==> config.mk <==
export PLATFORM = sky130hd
export DESIGN_NAME = pipe_hazard_ctrl_flat
export DESIGN_NICKNAME = d
export VERILOG_FILES = /design/src/rtl/pipe_hazard_ctrl_if.sv /design/src/rtl/pipe_hazard_ctrl.sv /design/src/flat_wrapper.sv
export SDC_FILE = /design/constraint.sdc
export NUM_CORES = 1
export LEC_CHECK = 0
export CAP_MARGIN = 20
export CORE_ASPECT_RATIO = 0.6
export CORE_UTILIZATION = 30
export CTS_CLUSTER_DIAMETER = 40
export DETAILED_ROUTE_END_ITERATION = 8
export HOLD_SLACK_MARGIN = 0.12
export PLACE_DENSITY = 0.78
export SYNTH_ARGS = -nofsm -noshare
export SYNTH_HDL_FRONTEND = slang
export SYNTH_SLANG_ARGS = --single-unit
export TNS_END_PERCENT = 1
==> constraint.sdc <==
create_clock -name clk -period 2.1 [get_ports clk]
set_input_delay 0.42 -clock clk [delete_from_list [all_inputs] [get_ports clk]]
set_output_delay 0.42 -clock clk [all_outputs]
set_load 0.02 [all_outputs]
==> src/rtl/pipe_hazard_ctrl_if.sv <==
// Hazard-request / pipeline-control bundle between the pipeline stages and pipe_hazard_ctrl.
// int_req_i/int_ack_o handshake: int_req_i is a level held by the requester; int_ack_o pulses once when taken.
interface pipe_hazard_ctrl_if;
    logic        jump_flag_i;
    logic [31:0] jump_addr_i;
    logic        load_use_i;
    logic [4:0]  id_rs1_i;
    logic [4:0]  id_rs2_i;
    logic [4:0]  id_rd_i;
    logic        id_we_i;
    logic        id_is_div_i;
    logic        div_start_i;
    logic [4:0]  div_waddr_i;
    logic        div_ready_i;
    logic        bus_hold_i;
    logic        int_req_i;
    logic [31:0] int_addr_i;
    logic        int_ack_o;
    logic [2:0]  hold_flag_o;
    logic [2:0]  flush_flag_o;
    logic        jump_flag_o;
    logic [31:0] jump_addr_o;
    logic        div_pending_o;
    logic        stall_timeout_o;
    logic [1:0]  int_state_o;

    modport slave (
        input  jump_flag_i, jump_addr_i, load_use_i, id_rs1_i, id_rs2_i, id_rd_i,
               id_we_i, id_is_div_i, div_start_i, div_waddr_i, div_ready_i,
               bus_hold_i, int_req_i, int_addr_i,
        output int_ack_o, hold_flag_o, flush_flag_o, jump_flag_o, jump_addr_o,
               div_pending_o, stall_timeout_o, int_state_o
    );

    modport master (
        output jump_flag_i, jump_addr_i, load_use_i, id_rs1_i, id_rs2_i, id_rd_i,
               id_we_i, id_is_div_i, div_start_i, div_waddr_i, div_ready_i,
               bus_hold_i, int_req_i, int_addr_i,
        input  int_ack_o, hold_flag_o, flush_flag_o, jump_flag_o, jump_addr_o,
               div_pending_o, stall_timeout_o, int_state_o
    );
endinterface

==> src/rtl/pipe_hazard_ctrl.sv <==
// Central hold/flush scheduler: merges hazard requests, tracks the outstanding divide,
// drains the pipeline for interrupts and watches for stuck bus stalls.
module pipe_hazard_ctrl #(
    parameter int unsigned STALL_TIMEOUT = 255
) (
    input logic              clk,
    input logic              rst,
    pipe_hazard_ctrl_if.slave hz
);
    typedef enum logic [1:0] {
        I_IDLE  = 2'd0,
        I_WAIT  = 2'd1,
        I_FLUSH = 2'd2
    } int_state_e;

    localparam logic [15:0] WD_LIMIT = 16'(STALL_TIMEOUT);

    int_state_e  state_q, state_d;
    logic        div_pend_q, div_pend_d;
    logic [4:0]  div_rd_q, div_rd_d;
    logic [15:0] wd_cnt_q, wd_cnt_d;
    logic        timeout_q, timeout_d;

    logic        div_pend_eff;
    logic        div_rd_match;
    logic        div_hold;
    logic [2:0]  hold_c;
    logic [2:0]  flush_c;
    logic        jump_c;
    logic [31:0] jump_addr_c;

    always_ff @(posedge clk or negedge rst) begin
        if (!rst) begin
            state_q    <= I_IDLE;
            div_pend_q <= 1'b0;
            div_rd_q   <= 5'd0;
            wd_cnt_q   <= 16'd0;
            timeout_q  <= 1'b0;
        end else begin
            state_q    <= state_d;
            div_pend_q <= div_pend_d;
            div_rd_q   <= div_rd_d;
            wd_cnt_q   <= wd_cnt_d;
            timeout_q  <= timeout_d;
        end
    end

    // A new issue wins over a same-cycle completion; flushes never touch the scoreboard.
    always_comb begin
        div_pend_d = div_pend_q;
        div_rd_d   = div_rd_q;
        if (hz.div_start_i) begin
            div_pend_d = 1'b1;
            div_rd_d   = hz.div_waddr_i;
        end else if (hz.div_ready_i) begin
            div_pend_d = 1'b0;
        end
    end

    always_comb begin
        wd_cnt_d = 16'd0;
        if (hz.bus_hold_i) begin
            wd_cnt_d = (wd_cnt_q < WD_LIMIT) ? wd_cnt_q + 16'd1 : wd_cnt_q;
        end
        timeout_d = timeout_q | (wd_cnt_d == WD_LIMIT);
    end

    // The drain condition looks at next-cycle pending so a completing divide releases it at once.
    always_comb begin
        state_d = state_q;
        case (state_q)
            I_IDLE:  if (hz.int_req_i) state_d = I_WAIT;
            I_WAIT: begin
                if (!hz.int_req_i)                       state_d = I_IDLE;
                else if (!div_pend_d && !hz.bus_hold_i)  state_d = I_FLUSH;
            end
            I_FLUSH: state_d = I_IDLE;
            default: state_d = I_IDLE;
        endcase
    end

    always_comb begin
        div_pend_eff = div_pend_q & ~hz.div_ready_i;
        div_rd_match = (hz.id_rs1_i == div_rd_q) | (hz.id_rs2_i == div_rd_q) |
                       (hz.id_we_i & (hz.id_rd_i == div_rd_q));
        div_hold     = div_pend_eff & (((div_rd_q != 5'd0) & div_rd_match) | hz.id_is_div_i);

        hold_c = 3'd0;
        if (state_q == I_WAIT)                 hold_c = 3'd1;
        if (hz.load_use_i || div_hold)         hold_c = 3'd2;
        if (hz.bus_hold_i)                     hold_c = 3'd4;

        flush_c     = 3'd0;
        jump_c      = 1'b0;
        jump_addr_c = 32'd0;
        if (state_q == I_FLUSH) begin
            flush_c     = 3'd4;
            jump_c      = 1'b1;
            jump_addr_c = hz.int_addr_i;
        end else if (hz.jump_flag_i && (hold_c < 3'd3)) begin
            flush_c     = 3'd3;
            jump_c      = 1'b1;
            jump_addr_c = hz.jump_addr_i;
        end
    end

    assign hz.hold_flag_o     = rst ? hold_c      : 3'd0;
    assign hz.flush_flag_o    = rst ? flush_c     : 3'd0;
    assign hz.jump_flag_o     = rst ? jump_c      : 1'b0;
    assign hz.jump_addr_o     = rst ? jump_addr_c : 32'd0;
    assign hz.int_ack_o       = rst & (state_q == I_FLUSH);
    assign hz.div_pending_o   = rst & div_pend_eff;
    assign hz.stall_timeout_o = rst & timeout_q;
    assign hz.int_state_o     = rst ? state_q : I_IDLE;
endmodule

==> src/flat_wrapper.sv <==
// flat-port wrapper written by rule: the top's interface ports become plain ports
module pipe_hazard_ctrl_flat 
#(
    parameter int unsigned STALL_TIMEOUT = 255
)
  (clk, rst, hz_jump_flag_i, hz_jump_addr_i, hz_load_use_i, hz_id_rs1_i, hz_id_rs2_i, hz_id_rd_i, hz_id_we_i, hz_id_is_div_i, hz_div_start_i, hz_div_waddr_i, hz_div_ready_i, hz_bus_hold_i, hz_int_req_i, hz_int_addr_i, hz_int_ack_o, hz_hold_flag_o, hz_flush_flag_o, hz_jump_flag_o, hz_jump_addr_o, hz_div_pending_o, hz_stall_timeout_o, hz_int_state_o);
  pipe_hazard_ctrl_if hz_i ();
  input logic clk;
  input logic rst;
  input wire logic [$bits(hz_i.jump_flag_i)-1:0] hz_jump_flag_i;
  input wire logic [$bits(hz_i.jump_addr_i)-1:0] hz_jump_addr_i;
  input wire logic [$bits(hz_i.load_use_i)-1:0] hz_load_use_i;
  input wire logic [$bits(hz_i.id_rs1_i)-1:0] hz_id_rs1_i;
  input wire logic [$bits(hz_i.id_rs2_i)-1:0] hz_id_rs2_i;
  input wire logic [$bits(hz_i.id_rd_i)-1:0] hz_id_rd_i;
  input wire logic [$bits(hz_i.id_we_i)-1:0] hz_id_we_i;
  input wire logic [$bits(hz_i.id_is_div_i)-1:0] hz_id_is_div_i;
  input wire logic [$bits(hz_i.div_start_i)-1:0] hz_div_start_i;
  input wire logic [$bits(hz_i.div_waddr_i)-1:0] hz_div_waddr_i;
  input wire logic [$bits(hz_i.div_ready_i)-1:0] hz_div_ready_i;
  input wire logic [$bits(hz_i.bus_hold_i)-1:0] hz_bus_hold_i;
  input wire logic [$bits(hz_i.int_req_i)-1:0] hz_int_req_i;
  input wire logic [$bits(hz_i.int_addr_i)-1:0] hz_int_addr_i;
  output wire logic [$bits(hz_i.int_ack_o)-1:0] hz_int_ack_o;
  output wire logic [$bits(hz_i.hold_flag_o)-1:0] hz_hold_flag_o;
  output wire logic [$bits(hz_i.flush_flag_o)-1:0] hz_flush_flag_o;
  output wire logic [$bits(hz_i.jump_flag_o)-1:0] hz_jump_flag_o;
  output wire logic [$bits(hz_i.jump_addr_o)-1:0] hz_jump_addr_o;
  output wire logic [$bits(hz_i.div_pending_o)-1:0] hz_div_pending_o;
  output wire logic [$bits(hz_i.stall_timeout_o)-1:0] hz_stall_timeout_o;
  output wire logic [$bits(hz_i.int_state_o)-1:0] hz_int_state_o;
  assign hz_i.jump_flag_i = hz_jump_flag_i;
  assign hz_i.jump_addr_i = hz_jump_addr_i;
  assign hz_i.load_use_i = hz_load_use_i;
  assign hz_i.id_rs1_i = hz_id_rs1_i;
  assign hz_i.id_rs2_i = hz_id_rs2_i;
  assign hz_i.id_rd_i = hz_id_rd_i;
  assign hz_i.id_we_i = hz_id_we_i;
  assign hz_i.id_is_div_i = hz_id_is_div_i;
  assign hz_i.div_start_i = hz_div_start_i;
  assign hz_i.div_waddr_i = hz_div_waddr_i;
  assign hz_i.div_ready_i = hz_div_ready_i;
  assign hz_i.bus_hold_i = hz_bus_hold_i;
  assign hz_i.int_req_i = hz_int_req_i;
  assign hz_i.int_addr_i = hz_int_addr_i;
  assign hz_int_ack_o = hz_i.int_ack_o;
  assign hz_hold_flag_o = hz_i.hold_flag_o;
  assign hz_flush_flag_o = hz_i.flush_flag_o;
  assign hz_jump_flag_o = hz_i.jump_flag_o;
  assign hz_jump_addr_o = hz_i.jump_addr_o;
  assign hz_div_pending_o = hz_i.div_pending_o;
  assign hz_stall_timeout_o = hz_i.stall_timeout_o;
  assign hz_int_state_o = hz_i.int_state_o;
  pipe_hazard_ctrl #(.STALL_TIMEOUT(STALL_TIMEOUT)) u_core (.clk(clk), .rst(rst), .hz(hz_i));
endmodule
-- After elaboration in Yosys (flattened, before gate mapping)
Index checks and enable logic that the tools add are counted.
- $add $sub $neg: 1
- multipliers: 0
- divide/modulo/power cells: 0
- order comparisons: 2
- eq/ne operators: 8
- shift operators: 0
- muxes and demuxes: 22
- bitwise logic cells: 12
- reduce and logical (&&, ||, !) cells: 8
- operator list (kind ; count):
    two-way mux 32 bit ; 3
    two-way mux 16 bit ; 2
    adder 16 x 1 -> 16 bit (second input constant) ; 1
    == test 16 x 8 -> 1 bit (second input constant) ; 1
    < comparator 16 x 8 -> 1 bit (second input constant) ; 1
    == test 5 bit ; 3
    two-way mux 3 bit ; 5
    two-way mux 2 bit ; 5
    AND 1 bit ; 7
    two-way mux 1 bit ; 6
    nonzero test 5 bit ; 1
    OR 1 bit ; 4
    one-hot mux 2 bit (2 select lines) ; 1
    < comparator 3 x 2 -> 1 bit (second input constant) ; 1
    != test 3 x 2 -> 1 bit (second input constant) ; 1
    == test 2 x 1 -> 1 bit (second input constant) ; 1
    == test 2 bit (second input constant) ; 1
    logical AND 1 bit ; 2
    logical NOT 1 bit ; 2
    logical NOT 2 bit ; 1
    != test 2 bit (second input constant) ; 1
    AND reduction 2 bit ; 1
    logical OR 1 bit ; 1
    NOT 1 bit ; 1
- flip-flop bits (word level): 25
- bits in latches: 0
- memory bits (writable): 0
- ROM bits: 0
- input port bits: 94
- output and inout port bits: 44
- word-level logic and storage cells: 58
- memories: 0

-- Depth between registers and ports, before layout
- word-level depth: 14
- depth in mapped cells: 7
- depth with buffers taken out: 7

-- Worst setup path before layout
OpenSTA, ideal clock, no wires.
- path type: input-to-output
- from: input port hz_bus_hold_i
- to: output port hz_jump_addr_o[22]
- arrival time: 1653 ps
- required time: 1680 ps
- slack: 27 ps
- stages: 5
- path buffers: 1
- path through: clkinv_1 -> nand3_1 -> nor2_1 -> clkbuf_1 -> a22o_1
- cells in the longest elaborated chain, start to end: 6
- RTL lines (what ; line ; text):
    start: declaration ; flat_wrapper.sv:21 ; input wire logic [$bits(hz_i.bus_hold_i)-1:0] hz_bus_hold_i;
    two-way mux 3 bit ; pipe_hazard_ctrl.sv:91 ; if (hz.bus_hold_i) hold_c = 3'd4;
    < comparator 3 x 2 -> 1 bit ; pipe_hazard_ctrl.sv:100 ; end else if (hz.jump_flag_i && (hold_c < 3'd3)) begin
    logical AND 1 bit ; pipe_hazard_ctrl.sv:100 ;
    two-way mux 32 bit ; pipe_hazard_ctrl.sv:100 ;
    two-way mux 32 bit ; pipe_hazard_ctrl.sv:96 ; if (state_q == I_FLUSH) begin
    two-way mux 32 bit ; pipe_hazard_ctrl.sv:110 ; assign hz.jump_addr_o = rst ? jump_addr_c : 32'd0;
    end: declaration ; flat_wrapper.sv:28 ; output wire logic [$bits(hz_i.jump_addr_o)-1:0] hz_jump_addr_o;
No other way between the ends.

-- Worst setup path after layout
- from: register u_core.div_rd_q[1]
- to: output port hz_hold_flag_o[1]
- cells in the longest elaborated chain, start to end: 10
- elaborated cells on any way between the ends: 14
- those cells by class: eq/ne: 3; mux: 3; bitwise: 6; reduce/logical: 2
- RTL lines (what ; line ; text):
    start: declaration ; pipe_hazard_ctrl.sv:20 ; logic [4:0] div_rd_q, div_rd_d;
    start signal: assignment ; pipe_hazard_ctrl.sv:42 ; div_rd_q <= div_rd_d;
    == test 5 bit (on tied branches) ; pipe_hazard_ctrl.sv:84, pipe_hazard_ctrl.sv:85 ;
    OR 1 bit or AND 1 bit (tied branches) ; pipe_hazard_ctrl.sv:84, pipe_hazard_ctrl.sv:85 ;
    OR 1 bit ; pipe_hazard_ctrl.sv:84 ; div_rd_match = (hz.id_rs1_i == div_rd_q) | (hz.id_rs2_i == div_rd_q) |
    AND 1 bit (*) ; pipe_hazard_ctrl.sv:86 ; div_hold = div_pend_eff & (((div_rd_q != 5'd0) & div_rd_match) | hz.id_is_div_i);
    OR 1 bit (*) ; pipe_hazard_ctrl.sv:86 ;
    AND 1 bit (*) ; pipe_hazard_ctrl.sv:86 ;
    logical OR 1 bit (*) ; pipe_hazard_ctrl.sv:90 ; if (hz.load_use_i || div_hold) hold_c = 3'd2;
    two-way mux 3 bit (*) ; pipe_hazard_ctrl.sv:90 ;
    two-way mux 3 bit (*) ; pipe_hazard_ctrl.sv:91 ;
    two-way mux 3 bit (*) ; pipe_hazard_ctrl.sv:107 ; assign hz.hold_flag_o = rst ? hold_c : 3'd0;
    end: declaration ; flat_wrapper.sv:25 ; output wire logic [$bits(hz_i.hold_flag_o)-1:0] hz_hold_flag_o;
Mark *: on every way between the ends. The rest lies on a longest branch, timed or not.

==> flow_metrics.env <==
export IMPL_clock_sinks=25
export IMPL_n_antenna_cell=0
export IMPL_die_area_um2=5940
export IMPL_p_seq_share_pct=41.9
export IMPL_globalplace_congestion=0.823
export IMPL_stdcell_count=393
export IMPL_clock_path_buffers=2
export IMPL_p_int_uw=901
export IMPL_fin_util_pct=61.3
export IMPL_fin_area_um2=3210
export IMPL_hold_buffers=0
export IMPL_cp_top_family="simple AND/OR/NAND/NOR gates"
export IMPL_slowest_delay_ns=0.55
export IMPL_initial_core_util_pct=32.2
export IMPL_slew_headroom_pct=73.0
export IMPL_hpwl_um=5020
export IMPL_setup_violations=3
export IMPL_timing_final_ws_setup_ns=-0.145
export IMPL_core_area_um2=5230
export IMPL_avgSynthCellArea_um2=9.58
export IMPL_required_ns=1.68
export IMPL_drt_first_pass_iters=4
export IMPL_cts_buffers=3
export IMPL_cp_end_kind="primary output"
export IMPL_critPathLaunchType="flip-flop"
export IMPL_dpl_instance_area_um2=3260
export IMPL_skew_ns=0.00467
export IMPL_rsz0062_at_grt="yes"
export IMPL_cts_tree="done"
export IMPL_failed_checks="setup timing"
export IMPL_layout_area_overhead_vs_synth_pct=90.1
export IMPL_period_share_pct=107
export IMPL_min_period_ns=2.24
export IMPL_htreeDepth=1
export IMPL_vias=1884
export IMPL_n_fill_cell=472
export IMPL_overflow=0
export IMPL_rr_worst_depth=7
export IMPL_drt_iter0_markers=42
export IMPL_crit_type="flip-flop to primary output"
export IMPL_synth_edf_count=0
export IMPL_synth_top_area_share_pct=37.1
export IMPL_grt_first_pass_wirelength_um=8940
export IMPL_drive_gt1_share_pct=25.7
export IMPL_yosys_area_top_type="dfrtp_1"
export IMPL_grt_max_degree=36
export IMPL_antenna_found_initial=0
export IMPL_min_path_type="primary input to async pin"
export IMPL_ys_top_cells_by_count="32 x a22o_1, 25 x dfrtp_1, 16 x and2_1"
export IMPL_die_h_um=60.1
export IMPL_clkLatencyLatePin_ns=0.26
export IMPL_tightestPinTransition_ns=0.402
export IMPL_syn_inst=176
export IMPL_dp_cells=387
export IMPL_path_clk_slew_ns=0.09
export IMPL_fmax_ghz=0.445
export IMPL_leakage_uw=0.00157
export IMPL_status="finished, violations left"
export IMPL_p_per_area_nw_per_um2=384
export IMPL_synth_ff_type="dfrtp_1"
export IMPL_root_buffer="clkbuf_8"
export IMPL_yosysMostFrequentCell="a22o_1"
export IMPL_irDropWorstVdd_mv=0.264
export IMPL_synth_area_leaders="dfrtp_1 37%, a22o_1 17%, and2_1 5.9%"
export IMPL_rows=20
export IMPL_nets=423
export IMPL_dpl_worst_slack_ns=-0.794
export IMPL_synthArstFlopShare_pct=100
export IMPL_wl_per_cell_um=15.4
export IMPL_combPwrFrac_pct=35.2
export IMPL_synth_distinct_cells=36
export IMPL_grt_usage_pct=19.6
export IMPL_finalHoldViolCount=0
export IMPL_via_per_inst=4.79
export IMPL_crit_cells=5
export IMPL_drt_total_wl_um=6050
export IMPL_remaining_drc_errors=0
export IMPL_grt_pass1_vias=1867
export IMPL_cp_data_arrival_time_ns=1.82
export IMPL_slew_violations=0
export IMPL_port_buffers=137
export IMPL_ios=138
export IMPL_drv_cap=0
export IMPL_worstPathCellList="or4_4 > o21ai_2 > o21ai_1 > and3_1 > buf_6"
export IMPL_slowest_stage="or4_4"
export IMPL_synth_nets=271
export IMPL_swShare_pct=26.9
export IMPL_synth_area_um2=1690
export IMPL_path_buf_inv=1
export IMPL_ys_seq_area_share_pct=37.1
export IMPL_power_share_clock_pct=23.0
export IMPL_synth_seq_cells=25
export IMPL_die_width_um=98.8
export IMPL_ant_nets=0
export IMPL_p_switching_uw=331
export IMPL_synth_warnings=0
export IMPL_crit_fanout=5
export IMPL_multi_input_area_um2=1050
export IMPL_fin_hold_ws_ns=0.352
export IMPL_regArea_um2=627
export IMPL_reg2reg_slack_ns=0.13
==> flip-flops by register name, indices dropped and copies added, names as in the netlist <==
signal,cells
u_core.div_pend_q,1
u_core.div_rd_q,5
u_core.wd_cnt_q,16
u_core.timeout_q,1
u_core.state_q,2
==> repair_timing <==
action / CTS / global route
setup endpoints to repair: 44 / 40
resized for setup: 164 / 21
cloned: 0 / 0
setup buffers: 0 / 2
pin swaps: 5 / 15
==> power groups by stage <==
stage          combinational, uW  clock [uW]  sequential [uW]
2_1_floorplan                140           0              527
3_3_place_gp                 432           0              525
3_5_place_dp                 440           0              525
4_1_cts                      418         292              516
5_1_grt                      464         312              519
6_report                     433         283              516
==> per-layer routing <==
metal  GRT usage (%)  wire length [um]  up-vias  part of all wire [%]
met1            23.9              2580      875                    43
met2            35.6              3070       56                    51
li1                -                 -      949                     -
met3            5.61               350        4                   5.8
met4            2.77                40        0                  0.66
met5               0                 0        -                     0
==> area by class of cell <==
cell class,count,share of cell area [%]
Sequential cell,25,19.5
Inverter,3,0.390
Timing Repair Buffer,157,43.2
Multi-Input combinational cell,138,32.9
Tap cell,66,2.58
Clock buffer,4,1.40
==> cells in the final DEF (no fill, tap or decap), types with 2 or more instances in the layout <==
cell type / count
inv_1: 2
dfrtp_1: 24
xnor2_1: 7
nor4_1: 3
nor3_2: 2
xnor2_2: 2
buf_2: 32
clkdlybuf4s50_1: 81
nand2_1: 11
xor2_1: 10
buf_4: 17
nor3_1: 3
buf_12: 2
and3_1: 5
mux2_2: 5
buf_6: 2
dlygate4sd2_1: 10
nand3b_1: 3
clkbuf_8: 3
dlymetal6s2s_1: 7
clkbuf_2: 3
nand3_2: 2
clkdlybuf4s15_1: 2
a22o_1: 32
and2_1: 16
nor2_1: 8
nand3_1: 3
a21oi_1: 4
==> cells by family after synthesis <==
group                    Yosys count  share of synthesized area, %
AND/OR/NAND/NOR                   66                          21.8
AO/OA/AOI/OAI                     45                          22.6
flip-flops                        25                          37.1
XOR/XNOR                          19                          9.87
buffers and inverters             13                          3.34
multiplexers                       7                          4.53
adder cells (fa/ha/maj)            1                         0.742
==> path summary, 6_finish.rpt <==
| check | startpoint | end |
|---|---|---|
| setup reg to reg | u_core.wd_cnt_q[0] | u_core.timeout_q |
| hold / removal | rst | u_core.wd_cnt_q[7] |
| max in group asynchronous | rst | u_core.div_rd_q[1] |
| min in group clk | u_core.timeout_q | u_core.timeout_q |
| setup / recovery | u_core.div_rd_q[1] | hz_hold_flag_o[1] |
| hold reg to reg | u_core.timeout_q | u_core.timeout_q |
==> stage by stage <==
stage	power, uW	TNS [ns]
floorplan	667	0
global placement	956	-22.37
detailed placement	964	-22.54
CTS	1230	-0.287
global route	1300	-1.79
finish	1230	-0.223
Note: power is estimated with default switching activity, not from simulation.
